==> src/rtl/mips_kernel_ctrl.sv <==
// Launch controller for the MIPS kernel core: loads a program into instruction
// memory under core reset, releases the core, and watches for done or timeout.
module mips_kernel_ctrl #(
    parameter int INST_LEN       = 32,
    parameter int LEN_W          = 10,
    parameter int RST_CYCLES     = 4,
    parameter int TIMEOUT_CYCLES = 4096,
    parameter int CNT_W          = 16
) (
    input  logic                i_sys_clk,
    input  logic                i_sys_rst,
    input  logic                i_start,
    input  logic [LEN_W-1:0]    i_prog_len,
    input  logic                i_prog_valid,
    input  logic [INST_LEN-1:0] i_prog_data,
    output logic                o_prog_ready,
    output logic [INST_LEN-1:0] o_inst_mem_data,
    output logic                o_inst_mem_wr_en,
    output logic                o_core_rst,
    input  logic                i_krnl_done,
    input  logic                i_host_mem_wr_en,
    input  logic                i_host_mem_rd_en,
    output logic                o_host_mem_wr_en,
    output logic                o_host_mem_rd_en,
    output logic                o_host_err,
    output logic                o_busy,
    output logic                o_done,
    output logic                o_timeout,
    output logic [CNT_W-1:0]    o_cycle_count
);

    // state  | meaning
    // IDLE   | core held in reset, waiting for a start request
    // LOAD   | streaming program words into instruction memory
    // HOLD   | core reset held for RST_CYCLES after load
    // RUN    | core released, counting cycles until done or timeout
    // FINISH | one-cycle completion pulse, core back in reset
    typedef enum logic [2:0] {S_IDLE, S_LOAD, S_HOLD, S_RUN, S_FINISH} state_t;

    localparam int HOLD_W = (RST_CYCLES > 1) ? $clog2(RST_CYCLES) : 1;
    localparam logic [HOLD_W-1:0] HOLD_LAST = HOLD_W'(RST_CYCLES - 1);
    localparam logic [CNT_W-1:0]  TO_LAST   = CNT_W'(TIMEOUT_CYCLES - 1);
    localparam bit                TO_EN     = (TIMEOUT_CYCLES != 0);

    state_t                state_q, state_d;
    logic [LEN_W-1:0]      len_q, len_d;
    logic [LEN_W-1:0]      load_cnt_q, load_cnt_d;
    logic [HOLD_W-1:0]     hold_cnt_q, hold_cnt_d;
    logic [CNT_W-1:0]      cnt_q, cnt_d, cnt_inc;
    logic                  timeout_q, timeout_d;
    logic                  wr_en_q, wr_en_d;
    logic [INST_LEN-1:0]   data_q, data_d;
    logic                  ready_q, rst_q, busy_q, done_q, herr_q;
    logic                  accept;

    // ready is only ever high in LOAD, so it alone qualifies a transfer
    assign accept  = ready_q & i_prog_valid;
    assign cnt_inc = (&cnt_q) ? cnt_q : cnt_q + CNT_W'(1);

    always_comb begin
        state_d    = state_q;
        len_d      = len_q;
        load_cnt_d = load_cnt_q;
        hold_cnt_d = hold_cnt_q;
        cnt_d      = cnt_q;
        timeout_d  = timeout_q;
        wr_en_d    = 1'b0;
        data_d     = data_q;
        case (state_q)
            S_IDLE: begin
                if (i_start) begin
                    timeout_d  = 1'b0;
                    cnt_d      = '0;
                    load_cnt_d = '0;
                    hold_cnt_d = HOLD_LAST;
                    len_d      = i_prog_len;
                    state_d    = (i_prog_len != '0) ? S_LOAD : S_HOLD;
                end
            end
            S_LOAD: begin
                if (accept) begin
                    wr_en_d    = 1'b1;
                    data_d     = i_prog_data;
                    load_cnt_d = load_cnt_q + LEN_W'(1);
                    if (load_cnt_q == len_q - LEN_W'(1)) begin
                        hold_cnt_d = HOLD_LAST;
                        state_d    = S_HOLD;
                    end
                end
            end
            S_HOLD: begin
                if (hold_cnt_q == '0) state_d = S_RUN;
                else                  hold_cnt_d = hold_cnt_q - HOLD_W'(1);
            end
            S_RUN: begin
                cnt_d = cnt_inc;
                if (i_krnl_done) begin
                    state_d = S_FINISH;
                end else if (TO_EN && (cnt_inc >= TO_LAST)) begin
                    timeout_d = 1'b1;
                    state_d   = S_FINISH;
                end
            end
            S_FINISH: state_d = S_IDLE;
            default:  state_d = S_IDLE;
        endcase
    end

    // Registered outputs are derived from the next state so they line up with it
    always_ff @(posedge i_sys_clk or posedge i_sys_rst) begin
        if (i_sys_rst) begin
            state_q    <= S_IDLE;
            len_q      <= '0;
            load_cnt_q <= '0;
            hold_cnt_q <= '0;
            cnt_q      <= '0;
            timeout_q  <= 1'b0;
            wr_en_q    <= 1'b0;
            data_q     <= '0;
            ready_q    <= 1'b0;
            rst_q      <= 1'b1;
            busy_q     <= 1'b0;
            done_q     <= 1'b0;
            herr_q     <= 1'b0;
        end else begin
            state_q    <= state_d;
            len_q      <= len_d;
            load_cnt_q <= load_cnt_d;
            hold_cnt_q <= hold_cnt_d;
            cnt_q      <= cnt_d;
            timeout_q  <= timeout_d;
            wr_en_q    <= wr_en_d;
            data_q     <= data_d;
            ready_q    <= (state_d == S_LOAD);
            rst_q      <= (state_d != S_RUN);
            busy_q     <= (state_d != S_IDLE);
            done_q     <= (state_d == S_FINISH);
            herr_q     <= (state_q == S_RUN) & (i_host_mem_wr_en | i_host_mem_rd_en);
        end
    end

    assign o_host_mem_wr_en = i_host_mem_wr_en & (state_q != S_RUN);
    assign o_host_mem_rd_en = i_host_mem_rd_en & (state_q != S_RUN);

    assign o_prog_ready     = ready_q;
    assign o_inst_mem_data  = data_q;
    assign o_inst_mem_wr_en = wr_en_q;
    assign o_core_rst       = rst_q;
    assign o_host_err       = herr_q;
    assign o_busy           = busy_q;
    assign o_done           = done_q;
    assign o_timeout        = timeout_q;
    assign o_cycle_count    = cnt_q;

endmodule

==> config.mk <==
export PLATFORM = sky130hd
export DESIGN_NAME = mips_kernel_ctrl
export DESIGN_NICKNAME = d
export VERILOG_FILES = /design/src/rtl/mips_kernel_ctrl.sv
export SDC_FILE = /design/constraint.sdc
export NUM_CORES = 1
export LEC_CHECK = 0
export CAP_MARGIN = 25
export CORE_ASPECT_RATIO = 0.75
export CORE_MARGIN = 2
export CORE_UTILIZATION = 45
export CTS_BUF_LIST = sky130_fd_sc_hd__clkbuf_4 sky130_fd_sc_hd__clkbuf_8 sky130_fd_sc_hd__clkbuf_16
export CTS_CLUSTER_DIAMETER = 60
export DETAILED_ROUTE_END_ITERATION = 7
export PLACE_DENSITY = 0.75
export SYNTH_ARGS = -nofsm -noshare
export SYNTH_HDL_FRONTEND = slang
export SYNTH_SLANG_ARGS = --single-unit
==> constraint.sdc <==
create_clock -name i_sys_clk -period 5.9 [get_ports i_sys_clk]
set_input_delay 1.18 -clock i_sys_clk [delete_from_list [all_inputs] [get_ports i_sys_clk]]
set_output_delay 1.18 -clock i_sys_clk [all_outputs]
set_load 0.01 [all_outputs]
After elaboration in Yosys (flattened, before gate mapping) --
Cells that the tools add are included.
Storage, ports and cells: memories 0, input bits 49, latch bits 0, flip-flop bits (word level) 80, memory bits (writable) 0, ROM bits 0, word-level logic and storage cells 76
Cells by class: equal/unequal tests 14, div/mod/pow operators 0, magnitude comparators 1, reduce and logical (&&, ||, !) cells 14, multiplexer cells 25, multipliers 0, bitwise logic cells 5, $add $sub $neg 4, shift-type cells 0
Operators by type and width (number):
- $mux W16 | 2
- $pmux W16 S2 | 1
- $mux W10 | 2
- $pmux W10 S2 | 1
- $mux W3 | 6
- $add A16 B1 Y16 const B | 1
- $ge A16 B12 Y1 const B | 1
- $reduce_and A16 Y1 | 1
- $ne A2 B2 Y1 const B | 6
- $pmux W3 S4 | 1
- $add A10 B1 Y10 const B | 1
- $eq A10 B10 Y1 | 1
- $mux W2 | 5
- $reduce_bool A10 Y1 | 1
- $sub A10 B1 Y10 const B | 1
- $eq A3 B1 Y1 const B | 2
- $eq A3 B2 Y1 const B | 2
- $ne A3 B2 Y1 const B | 2
- $pmux W2 S3 | 1
- $reduce_and A2 Y1 | 3
- $reduce_bool A3 Y1 | 2
- $mux W1 | 5
- $reduce_and A5 Y1 | 1
- $and A1 B1 Y1 | 4
- other kinds (9) | 10

Logic depth before layout (Yosys ltp) --
Gate-level depths: netlist (run 1).
depth after elaboration 7, mapped depth 9, depth with buffers taken out 8

Least setup slack after synthesis (run 1) --
No wires, ideal clock.
kind flip-flop to output port, start point reg state_q[0], end point out o_host_mem_rd_en, setup slack 3.163 ns, data required time 4.720 ns, stages on the path, launching flop included 7, arrival 1.557 ns, cell sequence dfrtp_1 > clkbuf_1 > nand2_1 > or2_2 > clkbuf_1 > clkbuf_1 > and2_1
Between the ends: longest elaborated chain between the ends 2
Ends and longest elaborated chain:
- start: declaration | line 45 | state_t state_q, state_d;
- start signal: assignment | line 126 | state_q <= state_d;
- $ne A3 B2 Y1 | line 143 | assign o_host_mem_rd_en = i_host_mem_rd_en & (state_q != S_RUN);
- $and A1 B1 Y1 | line 143
- end: declaration | line 24 | output logic o_host_mem_rd_en,
Every way passes these cells.

Final worst setup path (run 1) --
start point in i_host_mem_wr_en, end point out o_host_mem_wr_en
Between the ends: longest elaborated chain between the ends 1
Ends and longest elaborated chain:
- start: declaration | line 21 | input logic i_host_mem_wr_en,
- $and A1 B1 Y1 | line 142 | assign o_host_mem_wr_en = i_host_mem_wr_en & (state_q != S_RUN);
- end: declaration | line 23 | output logic o_host_mem_wr_en,
Every way passes these cells.

==> run summary, run 1 <==
The run finished with clean final reports. The final critical path takes up 59.23% of the cycle. CTS saw 80 sinks. Clock skew on the completed layout was measured at 7.344 ps.

After routing, the total negative slack on setup checks comes to 0 ps. The via total after detailed routing is 3501. The placeable core region is 8600 um2.

The routed design could run at a clock period as short as 3495 ps. Buffers inserted to repair hold after CTS numbered 0. The number of global-route vias before repair is 3331. In the routed layout, each cell is associated on average with a via count of 5.749.

The first global-routing pass estimated 16630 um of wire. The met2 wirelength from detailed routing is 4648 um. The total overflow left after global routing is 0. The worst setup path is launched from an input pin. The post-layout net count is 549. The number of cells produced by synthesis is 396. The critical setup path kind is input pin to output pin. The number of fill cells in the layout came out at 682. The top flip-flop cell by instance count after synthesis is dfrtp_1. The count of H-tree levels built during CTS came out at 3. The biggest fanout along the worst timing path came out at 2.

Across all setup checks in the final design, the least slack found is 2405 ps. The root buffer cell chosen for the clock tree is clkbuf_16. The critical path goes through clkdlybuf4s50_1 > and2_1 > clkdlybuf4s50_1.

The number of pins with negative max-slew slack in the final report is 0. The delay of the slowest cell on the worst path came out at 540 ps. The clock transition at the registers of the reported paths is 60 ps.

In this run, synthesis produced a sequential element count of 80. The average wire per cell in the routed design came out at 16.44 um. The transition time of the tightest slew-check pin is 801.9 ps. The worst slew margin relative to its limit is 46.54%. The instance count after placement with tap cells included is 593. The die outline height came out at 86.31 um. The source-to-sink clock delay at the later pin of the worst-skew pair is 340 ps.

The pre-CTS worst setup slack came out at 2403 ps. The average cell area after synthesis is 10.27 um2. The share of synthesized registers carrying an async set or reset came out at 100.0%. Counting stages on the worst path, the most repeated cell is clkdlybuf4s50_1. Setup repair after global routing left no endpoint under its margin.

For this block, the initial DRC count from the detailed router was 247. The hold violation count in the final report came out at 0. The peak supply drop came out at 0.3014 mV. The routability-driven placement congestion ratio came out at 0.8757. The pin count of the biggest net entering global routing is 66.

The growth of design area from synthesis to finish came out at 35.83%. The max-capacitance violation count came out at 0. The number of resized instances in the post-cts repair step is 0. The count of nets left with antenna violations once routing finished came out at 0. The synthesis warning total is 0. At the worst endpoint, the required time is 4720 ps. The sequential cell area in the final layout is 2003 um2. The number of CTS-inserted buffers is 9. The area of the multi-input gates is 1953 um2. The largest individual stage delay along the critical path comes from the cell clkdlybuf4s50_1. The TritonCTS clock tree is built. The die is 113.8 um wide.

The met3 layer wire length in the routed design is 750 um. The path class of the tightest hold or removal check is flip-flop to flip-flop. The non-filler instance count after layout is 609. The mapped cell area is 4065 um2.

For this design the top-level I/O count stands at 106. The endpoint class of the critical path is an output pin. The number of diodes came out at 0. The HPWL after detailed placement came out at 7292 um.

The fmax came out at 286.2 MHz. The die covers 9818 um2. Counting distinct cell types in the post-synthesis netlist gives 57.

The highest layer touched by signal routing is met4. The detailed-route wire length is 10010 um. The total track usage came out at 21.63%. In this run the deepest clock path goes through 2 buffers. The leakage power figure came out at 2.244 nW. The number of synthesized flops with an enable pin came out at 0. The routed metal-1 wirelength is 4460 um. The share of final-layout standard cells stronger than drive strength 1 is 13.77%. Setup violations remaining at the end of the flow were counted as 0. Once the clock tree was built, the setup fixing pass inserted 0 buffers. The number of detailed-route iterations in the first pass came out at 4.

Once the floorplan was initialized, standard cells occupied 47.27% of the core. The total of buffers placed on input and output ports came out at 105. For the worst setup path, the data arrival time is 2310 ps. The fraction of the yosys area taken by sequential cells is 49.28%. The number of remaining DRC errors came out at 0. The number of nets handed over by synthesis was 449. The count of standard-cell rows came out at 29.

The initial antenna violation count came to 0. Power spread over the standard cell area amounts to 505.2 nW/um2.
## synth_stat cells, types with 2 or more instances
| cell type | n | area share [%] |
|---|---|---|
| nor4_1 | 9 | 1.4 |
| nor2_1 | 31 | 2.9 |
| o21ai_0 | 19 | 2.3 |
| o31ai_1 | 5 | 0.92 |
| nand4_1 | 5 | 0.77 |
| nor3_1 | 15 | 1.8 |
| nor4bb_1 | 2 | 0.49 |
| and3_1 | 7 | 1.1 |
| nor3b_1 | 5 | 0.92 |
| a211oi_1 | 2 | 0.37 |
| buf_2 | 5 | 0.62 |
| nand2b_1 | 6 | 0.92 |
| ha_1 | 4 | 1.2 |
| o41ai_1 | 2 | 0.43 |
| nor4b_1 | 2 | 0.43 |
| dfrtp_1 | 79 | 49 |
| or2_2 | 3 | 0.46 |
| and2_1 | 3 | 0.46 |
| nand3b_1 | 4 | 0.74 |
| o21ai_1 | 2 | 0.25 |
| a31oi_1 | 8 | 1.2 |
| nand2_1 | 46 | 4.2 |
| xor2_1 | 10 | 2.2 |
| nand3_1 | 10 | 1.2 |
| o21a_1 | 2 | 0.37 |
| xnor2_1 | 8 | 1.7 |
| and4_1 | 3 | 0.65 |
| inv_1 | 9 | 0.83 |
| o211ai_1 | 3 | 0.55 |
| mux2_2 | 33 | 9.1 |
| or3_1 | 4 | 0.62 |
| a21oi_1 | 12 | 1.5 |
| clkbuf_1 | 14 | 1.3 |
## stage by stage
step | hold WS, ps | power [mW] | utilization [%] | cell area [um2]
after global placement | 472.0 | 2.152 | 60.47 | 5200
after detailed placement | 479.4 | 2.200 | 60.47 | 5200
after floorplan | 465.2 | 1.664 | - | 4065
final | 485.9 | 2.790 | 64.21 | 5522
after global routing | 518.8 | 2.972 | 64.21 | 5522
after CTS | 493.7 | 2.810 | 64.21 | 5522
## state kept, by name, summed over array words and instances (netlist names), 2 cells and up
name             count
len_q               10
o_cycle_count       16
load_cnt_q          10
hold_cnt_q           2
state_q              3
o_inst_mem_data     32
## final timing paths
kind / startpoint / endpoint / slack (ps) / cells past startpoint
worst min-delay path: o_timeout / o_timeout / 490 / 2
worst min register to register: o_timeout / o_timeout / 490 / 2
max in group asynchronous: i_sys_rst / o_cycle_count[13] / 3710 / 3
worst max-delay path: i_host_mem_wr_en / o_host_mem_wr_en / 2410 / 3
min in group asynchronous: i_sys_rst / o_inst_mem_data[26] / 1100 / 2
worst max register to register: o_cycle_count[0] / state_q[0] / 3170 / 7
## critical path: cells and delay by family
| kind | cells | cell delay [ps] |
|---|---|---|
| buffers and inverters | 2 | 1010 |
| AND/OR/NAND/NOR | 1 | 120 |
## cell type report
cell class | instances | area share, %
Timing Repair Buffer | 108 | 19.44
Sequential cell | 80 | 36.28
Multi-Input combinational cell | 288 | 35.37
Inverter | 9 | 0.6345
Tap cell | 108 | 2.447
Clock inverter | 7 | 1.745
Clock buffer | 9 | 4.079
## report_power, final
| group | switching, mW | internal [mW] |
|---|---|---|
| Combinational | 0.511 | 0.649 |
| Sequential | 0.260 | 0.775 |
| Clock | 0.225 | 0.370 |
## logic make-up after synthesis
group                      count (synthesis)  synth area share (%)
AOI/OAI and AO/OA                         71                 12.10
and+or+nand+nor                          162                 21.64
buffers and inverters                     28                 2.739
DFF                                       80                 49.28
muxes                                     33                 9.141
xor gates and xnor gates                  18                 3.878
adders and majority gates                  4                 1.231
## layout by cell type, fill, tap and decap left out, types with 3 or more instances in the layout
cell type          n
clkinvlp_4         3
o31ai_1            5
clkbuf_16          9
nand3b_1           4
a31oi_1            8
inv_1              8
mux2_2            33
nand2_1           46
xor2_1            10
o21ai_0           19
nand4_1            5
nand3_1           10
and3_1             7
nand2b_1           6
nor4_1             9
and2_1             3
nor3b_1            5
o211ai_1           3
or3_1              4
nor2_1            30
and4_1             3
buf_4              3
ha_1               4
a21oi_1           12
or2_2              3
xnor2_1            8
dfrtp_1           79
nor3_1            15
clkdlybuf4s50_1  105
## routing by layer
layer  vias to the layer above  global-route usage (%)
met4                         0                   7.095
met2                       133                   31.74
met3                        13                   7.063
li1                       1637                       -
met5                         -                       0
met1                      1718                   30.52
No activity file was read; power rests on OpenSTA's default activity.
==> inputs of run 2 (changes only) <==
==> constraint.sdc (replaced) <==
create_clock -name i_sys_clk -period 3.5 [get_ports i_sys_clk]
set_input_delay 0.7 -clock i_sys_clk [delete_from_list [all_inputs] [get_ports i_sys_clk]]
set_output_delay 0.7 -clock i_sys_clk [all_outputs]
set_load 0.01 [all_outputs]
==> run 2 against run 1 <==
  * Cell area is the same
  * Sequential share of layout area is the same
  * Clock-buffer cell count grew 1
  * Sequential cell count is the same
  * Core utilization is the same
  * Critical path type is now flip-flop to output pin
  * Clock skew shrank 1.5 ps
  * Largest cell class unchanged
  * First-iteration DRC count is the same
  * Sequential power grew 69%
  * Combinational power grew 70%
  * Global-route usage shrank 0.27 points
==> run summary, run 2 (same netlist as run 1, synthesis figures left out) <==
The root buffer cell is clkbuf_16. The global routing met3 resource utilization came out at 7.692%. The fmax is 340.0 MHz.

The number of resized instances in the post-cts repair step is 0. The global-route track usage on met1 came out at 29.26%. The total track usage came out at 21.36%. The total of buffers placed on input and output ports is 105. Global routing consumed, on the met2 layer, 31.90% of the routing resources. In the layout the commonest cells are 105 x clkdlybuf4s50_1, 79 x dfrtp_1, 46 x nand2_1. In this run the critical register-to-register path is launched from o_cycle_count[0]. The number of remaining DRC errors came out at 0. The pre-CTS worst setup slack came out at 870.5 ps. The source-to-sink clock delay at the later pin of the worst-skew pair came out at 330 ps.

The pin count of the biggest net entering global routing came out at 43. The count of H-tree levels built during CTS came out at 3. The HPWL after detailed placement came out at 7134 um. Setup violations remaining at the end of the flow were counted as 0. The overall die area came out at 9818 um2.

The endpoint required time on the critical path came out at 2800 ps. The endpoint identified for the worst register-to-register timing path is state_q[0]. Once the clock tree was built, the setup fixing pass inserted 0 buffers. For this run the aggregate overflow at the end of global routing stands at 0.

The initial antenna violation count is 0. Clock-pin slew was measured on the worst setup and hold paths at 60 ps. The tree built by TritonCTS fans out to 80 sinks.

The startpoint of the lowest-slack hold path is o_timeout. The max-capacitance violation count came out at 0. The peak supply drop came out at 0.4261 mV. The instance count along the most critical hold path came out at 2. The number of global-route vias before repair came out at 3389. The time the final worst path needs with I/O delays and setup came out at 2941 ps. The average wire per cell in the routed design is 16.22 um.

The share of final-layout standard cells stronger than drive strength 1 came out at 13.60%. The number of pins with negative max-slew slack in the final report is 0. The leakage power figure is 2.254 nW.

The worst setup slack after layout is 559.1 ps. STA classifies the critical path endpoint as an output pin. The run finished with clean final reports. The overall die width came out at 113.8 um.

The number of routed nets with antenna violations is 0. The number of vias per cell came out at 5.622. The transition time of the tightest slew-check pin is 696.1 ps.

The slack of the worst reg-to-reg path is 810 ps. The count of standard-cell rows is 29. The die outline height is 86.31 um. The number of placed I/O pins came out at 106. The number of hold buffers added after CTS is 0. The via total after detailed routing is 3418. The floorplan step defined a core boundary enclosing 8600 um2. The clock tree buffer depth came out at 2. The worst hold path belongs to the class flip-flop to flip-flop.

The first-pass GRT wire length is 16590 um. The final critical path takes up 84.03% of the cycle. The power density over cell area came out at 840.2 nW/um2. The number of CTS-inserted buffers is 9. Setup repair after global routing left no endpoint under its margin. For the worst setup path, the data arrival time is 2240 ps. The effective utilization at floorplan came out at 47.27%. The biggest fanout along the worst timing path is 19. The hold violation count in the final report came to 0. In this run the most used layer during global routing was met2. TritonCTS built the clock tree. The commonest non-fill, non-tap cell in the layout is clkdlybuf4s50_1. The count of routing violations after the opening detailed-route iteration came out at 247.

The number of cells on the worst reg-to-reg path is 7. The worst pin sits at a relative slew slack of 53.54%. The aggregate negative setup slack is 0 ps. The routability-driven placement congestion ratio came out at 0.8939. The number of diodes is 0.

Before antenna repair, the detailed router went through 4 iterations. The number of flip-flops in the largest register is 32. The growth of design area from synthesis to finish is 35.83%. The endpoint of the worst hold path is o_timeout. The critical setup path kind is flip-flop to output pin. The detailed-route wire length is 9861 um.

Across the routed clock network, the largest skew measured is 5.810 ps. The worst setup path is launched from a flip-flop. The post-layout net count is 549.
## run 2: cell count changes in the layout (fill, tap and decap cells not counted)
cell / delta
buf_12: +2
buf_4: -2
bufinv_16: -1
clkbuf_8: +1
clkinv_2: +1
clkinv_4: +1
clkinvlp_4: -3
## run 2: worst max path at each step
stage | start | endpoint | slack, ps | depth (start not counted)
2_1_floorplan | i_sys_rst | hold_cnt_q[0] | 750 | 1
3_3_place_gp | i_start | o_cycle_count[1] | 930 | 6
3_5_place_dp | o_cycle_count[0] | state_q[0] | 870 | 7
4_1_cts | state_q[1] | o_host_mem_rd_en | 550 | 4
5_1_grt | state_q[1] | o_host_mem_rd_en | 420 | 4
6_report | state_q[1] | o_host_mem_rd_en | 560 | 4
## run 2: stage by stage
stage / power [mW] / hold slack, ps / std cells / util [%] / area [um2]
2_1_floorplan: 2.804 / 465.2 / 396 / - / 4065
3_3_place_gp: 3.653 / 480.3 / 593 / 60.76 / 5225
3_5_place_dp: 3.716 / 478.2 / 593 / 60.76 / 5225
4_1_cts: 4.677 / 494.6 / 608 / 64.21 / 5522
5_1_grt: 4.961 / 511.7 / 608 / 64.21 / 5522
6_report: 4.639 / 494.9 / 608 / 64.21 / 5522
## run 2: cell type report
type | count | area [um2]
Multi-Input combinational cell | 288 | 1953
Clock inverter | 5 | 57.56
Clock buffer | 10 | 239.0
Sequential cell | 80 | 2003
Tap cell | 108 | 135.1
Timing Repair Buffer | 108 | 1099
Fill cell | 676 | 3078
Inverter | 9 | 35.03
## run 2: worst max-delay path, stage by stage (launching register included)
cell and delay [ps]:
dfrtp_1 590, nand2_1 140, or2_2 460, and2_1 220, clkdlybuf4s50_1 480
## run 2: where the power goes
| group | switching [mW] | total (mW) | internal (mW) |
|---|---|---|---|
| Sequential | 0.431 | 1.74 | 1.31 |
| Clock | 0.362 | 0.929 | 0.567 |
| Combinational | 0.863 | 1.97 | 1.11 |
## run 2: routing by layer
metal / share of wire [%] / wire (um)
met1: 46 / 4542
met2: 44 / 4371
met3: 8.0 / 793
met4: 1.6 / 154
met5: 0 / 0
==> inputs of run 3 (changes only) <==
--- a/config.mk
+++ b/config.mk
@@ -8,11 +8,11 @@
 export CAP_MARGIN = 25
 export CORE_ASPECT_RATIO = 0.75
 export CORE_MARGIN = 2
-export CORE_UTILIZATION = 45
+export CORE_UTILIZATION = 44
 export CTS_BUF_LIST = sky130_fd_sc_hd__clkbuf_4 sky130_fd_sc_hd__clkbuf_8 sky130_fd_sc_hd__clkbuf_16
 export CTS_CLUSTER_DIAMETER = 60
 export DETAILED_ROUTE_END_ITERATION = 7
-export PLACE_DENSITY = 0.75
+export PLACE_DENSITY = 0.76
 export SYNTH_ARGS = -nofsm -noshare
 export SYNTH_HDL_FRONTEND = slang
 export SYNTH_SLANG_ARGS = --single-unit
==> constraint.sdc (replaced) <==
create_clock -name i_sys_clk -period 2.5 [get_ports i_sys_clk]
set_input_delay 0.5 -clock i_sys_clk [delete_from_list [all_inputs] [get_ports i_sys_clk]]
set_output_delay 0.5 -clock i_sys_clk [all_outputs]
set_load 0.01 [all_outputs]
==> run 3 against run 2 <==
  * Core utilization down 0.69 points
  * Global-route usage down 0.11 points
  * Die area up 2.2%
  * Clock-buffer cell count up 1
  * Critical endpoint unchanged
  * First-iteration DRC count up 29%
  * Clock skew up 1.7 ps
  * Final cell count up 3.1%
  * Total power up 47%
  * Sequential share of layout area down 1.2 points
  * Clock power up 63%
  * Sequential power up 36%
==> run summary, run 3 (same netlist as run 1, synthesis figures left out) <==
The worst setup path is captured at an output pin. The detailed-route wire length is 10350 um. The post-placement cell area came out at 5348 um2. Power spread over the standard cell area amounts to 1193 nW/um2. The sum of overflow across all layers after global routing is 0. The number of antenna diodes in the final layout is 0.

Once detailed placement completed, the half-perimeter wirelength came to 7474 um. The area of the multi-input gates came out at 1966 um2. The number of hold buffers added after CTS is 0. The aggregate negative setup slack came out at 0 ps. The routability-driven placement congestion ratio came out at 1.023. The endpoint required time on the critical path is 2000 ps. The share of final-layout standard cells stronger than drive strength 1 is 16.70%. The flow ran to the end, and the final reports show no timing, DRC or antenna violations. The overall die area came out at 10030 um2. The TritonCTS clock tree is built. The H-tree generated during clock tree synthesis spans 3 levels.

The critical path in this run is classified as flip-flop to output pin. The number of flip-flops in the largest register is 32. The placeable core region is 9009 um2.

The number of global-route vias before repair is 3386. The final design area excluding fillers is 5722 um2. Across every metal layer, demand over resource in global routing totals 21.26%. The path class of the tightest hold or removal check is input pin to asynchronous set/reset pin. The pin count of the biggest net entering global routing is 45. Setup repair after global routing left no endpoint under its margin. Data arrives at the worst endpoint at 1840 ps. The fmax came out at 428.0 MHz.

Headroom to the max-slew limit came out at 53.28%. Setup violations remaining at the end of the flow were counted as 0. The clock tree buffer depth is 2.

The clock net sink count is 80. After clock tree synthesis, the clock-pin slew on the worst setup and hold paths is 60 ps. The post-route clock period utilization came out at 93.45%. Across all layers, the routed design uses 3550 vias. The source-to-sink clock delay at the later pin of the worst-skew pair came out at 330 ps. Measured along the x axis, the die boundary spans 115.0 um. The number of fill cells in the layout is 747. The first-pass GRT wire length is 16530 um.

The max-capacitance violation count is 0. The kind of launch point of the worst setup path is a flip-flop. The number of vias per cell came out at 5.662. The worst path needs 2336 ps of the cycle, external delays included. The die outline height is 87.24 um. During placement, the flow inserted port buffers numbering 105. After detailed routing, the number of remaining DRC violations is 0. The analysis attributes to cell leakage a power of 2.351 nW. TritonCTS created 9 clock buffers. The number of pins with negative max-slew slack in the final report is 0. Clock skew on the completed layout was measured at 7.509 ps. Once layout is complete, the utilization of the core stands at 63.51%. The growth of design area from synthesis to finish is 40.75%. The peak supply drop is 0.5385 mV. The effective utilization at floorplan is 45.13%. The transition time of the tightest slew-check pin came out at 694.4 ps. In this run, the number of DRC markers left after iteration 0 of detailed routing was 318. The number of cells on the worst reg-to-reg path came out at 7. The biggest fanout along the worst timing path is 3. Leaving out fill and tap cells, the most frequent cell in the layout is clkdlybuf4s50_1. In the final routed layout, each cell accounts on average for 16.51 um. The post-layout net count came out at 565. Summing all flip-flop and latch instances after layout gives 2004 um2. The number of placed I/O pins is 106. The library cells used most frequently in the layout, excluding fill and tap cells, are 105 x clkdlybuf4s50_1, 78 x dfrtp_1, 46 x nand2_1. The root buffer cell is clkbuf_16. The number of detailed-route iterations in the first pass came out at 5. Row generation in the floorplan step produced 30 rows. The hold violation count in the final report came out at 0. The number of routed nets with antenna violations came out at 0. The initial antenna violation count was 0.
==> run 3: cell count changes in the layout (fill, tap and decap cells not counted), sizes merged <==
cell and change:
clkinv -5, bufinv +2, clkbuf +1, buf +16, clkinvlp +1
==> run 3: critical path: stages (launching register included) <==
cell and delay (ps):
dfrtp_1 380, nand2_1 110, or2_2 350, and2_1 180
clkdlybuf4s50_1 480
==> run 3: stage by stage <==
step	power [mW]	hold slack [ps]	std cells	setup slack, ps
after detailed placement	5.309	484.5	610	60.29
final	6.825	451.4	627	163.8
after global placement	5.209	471.4	610	187.2
after floorplan	3.927	465.2	396	103.6
after global routing	7.249	455.7	627	38.46
after CTS	6.858	445.4	624	51.07
==> run 3: area by class of cell <==
cell class              instances  share of cell area (%)
clock inverters                 3                   1.574
clock buffers                  11                   4.417
repair buffers                124                   21.52
flip-flops and latches         80                   35.03
inverters                       9                  0.6560
well taps                     112                   2.449
multi-input cells             288                   34.35
==> run 3: repair_timing <==
action / in CTS / in global routing
pin swaps: 0 / 2
setup buffers: 0 / 3
resized for setup: 1 / 2
setup endpoints to repair: 2 / 6
==> run 3: final timing paths <==
kind	start	endpoint	slack [ps]
worst max-delay path	state_q[0]	o_host_mem_rd_en	160
max in group asynchronous	i_sys_rst	o_core_rst	1500
worst max register to register	o_cycle_count[0]	state_q[0]	170
worst min register to register	len_q[9]	len_q[9]	500
min in group i_sys_clk	len_q[9]	len_q[9]	500
worst min-delay path	i_sys_rst	o_host_err	450
==> run 3: power by group <==
group | switching (mW) | internal (mW) | leakage (nW)
clock | 0.493 | 1.02 | 0.168
combinational | 1.31 | 1.64 | 1.21
sequential | 0.531 | 1.83 | 0.975
total | 2.33 | 4.49 | 2.35
==> run 3: per-layer routing <==
metal / vias to the layer above / track usage, % / routed length [um]
met5: - / 0 / 0
met4: 0 / 7.558 / 187
met3: 20 / 7.864 / 920
met2: 160 / 31.50 / 4640
met1: 1699 / 28.76 / 4605
li1: 1671 / - / -
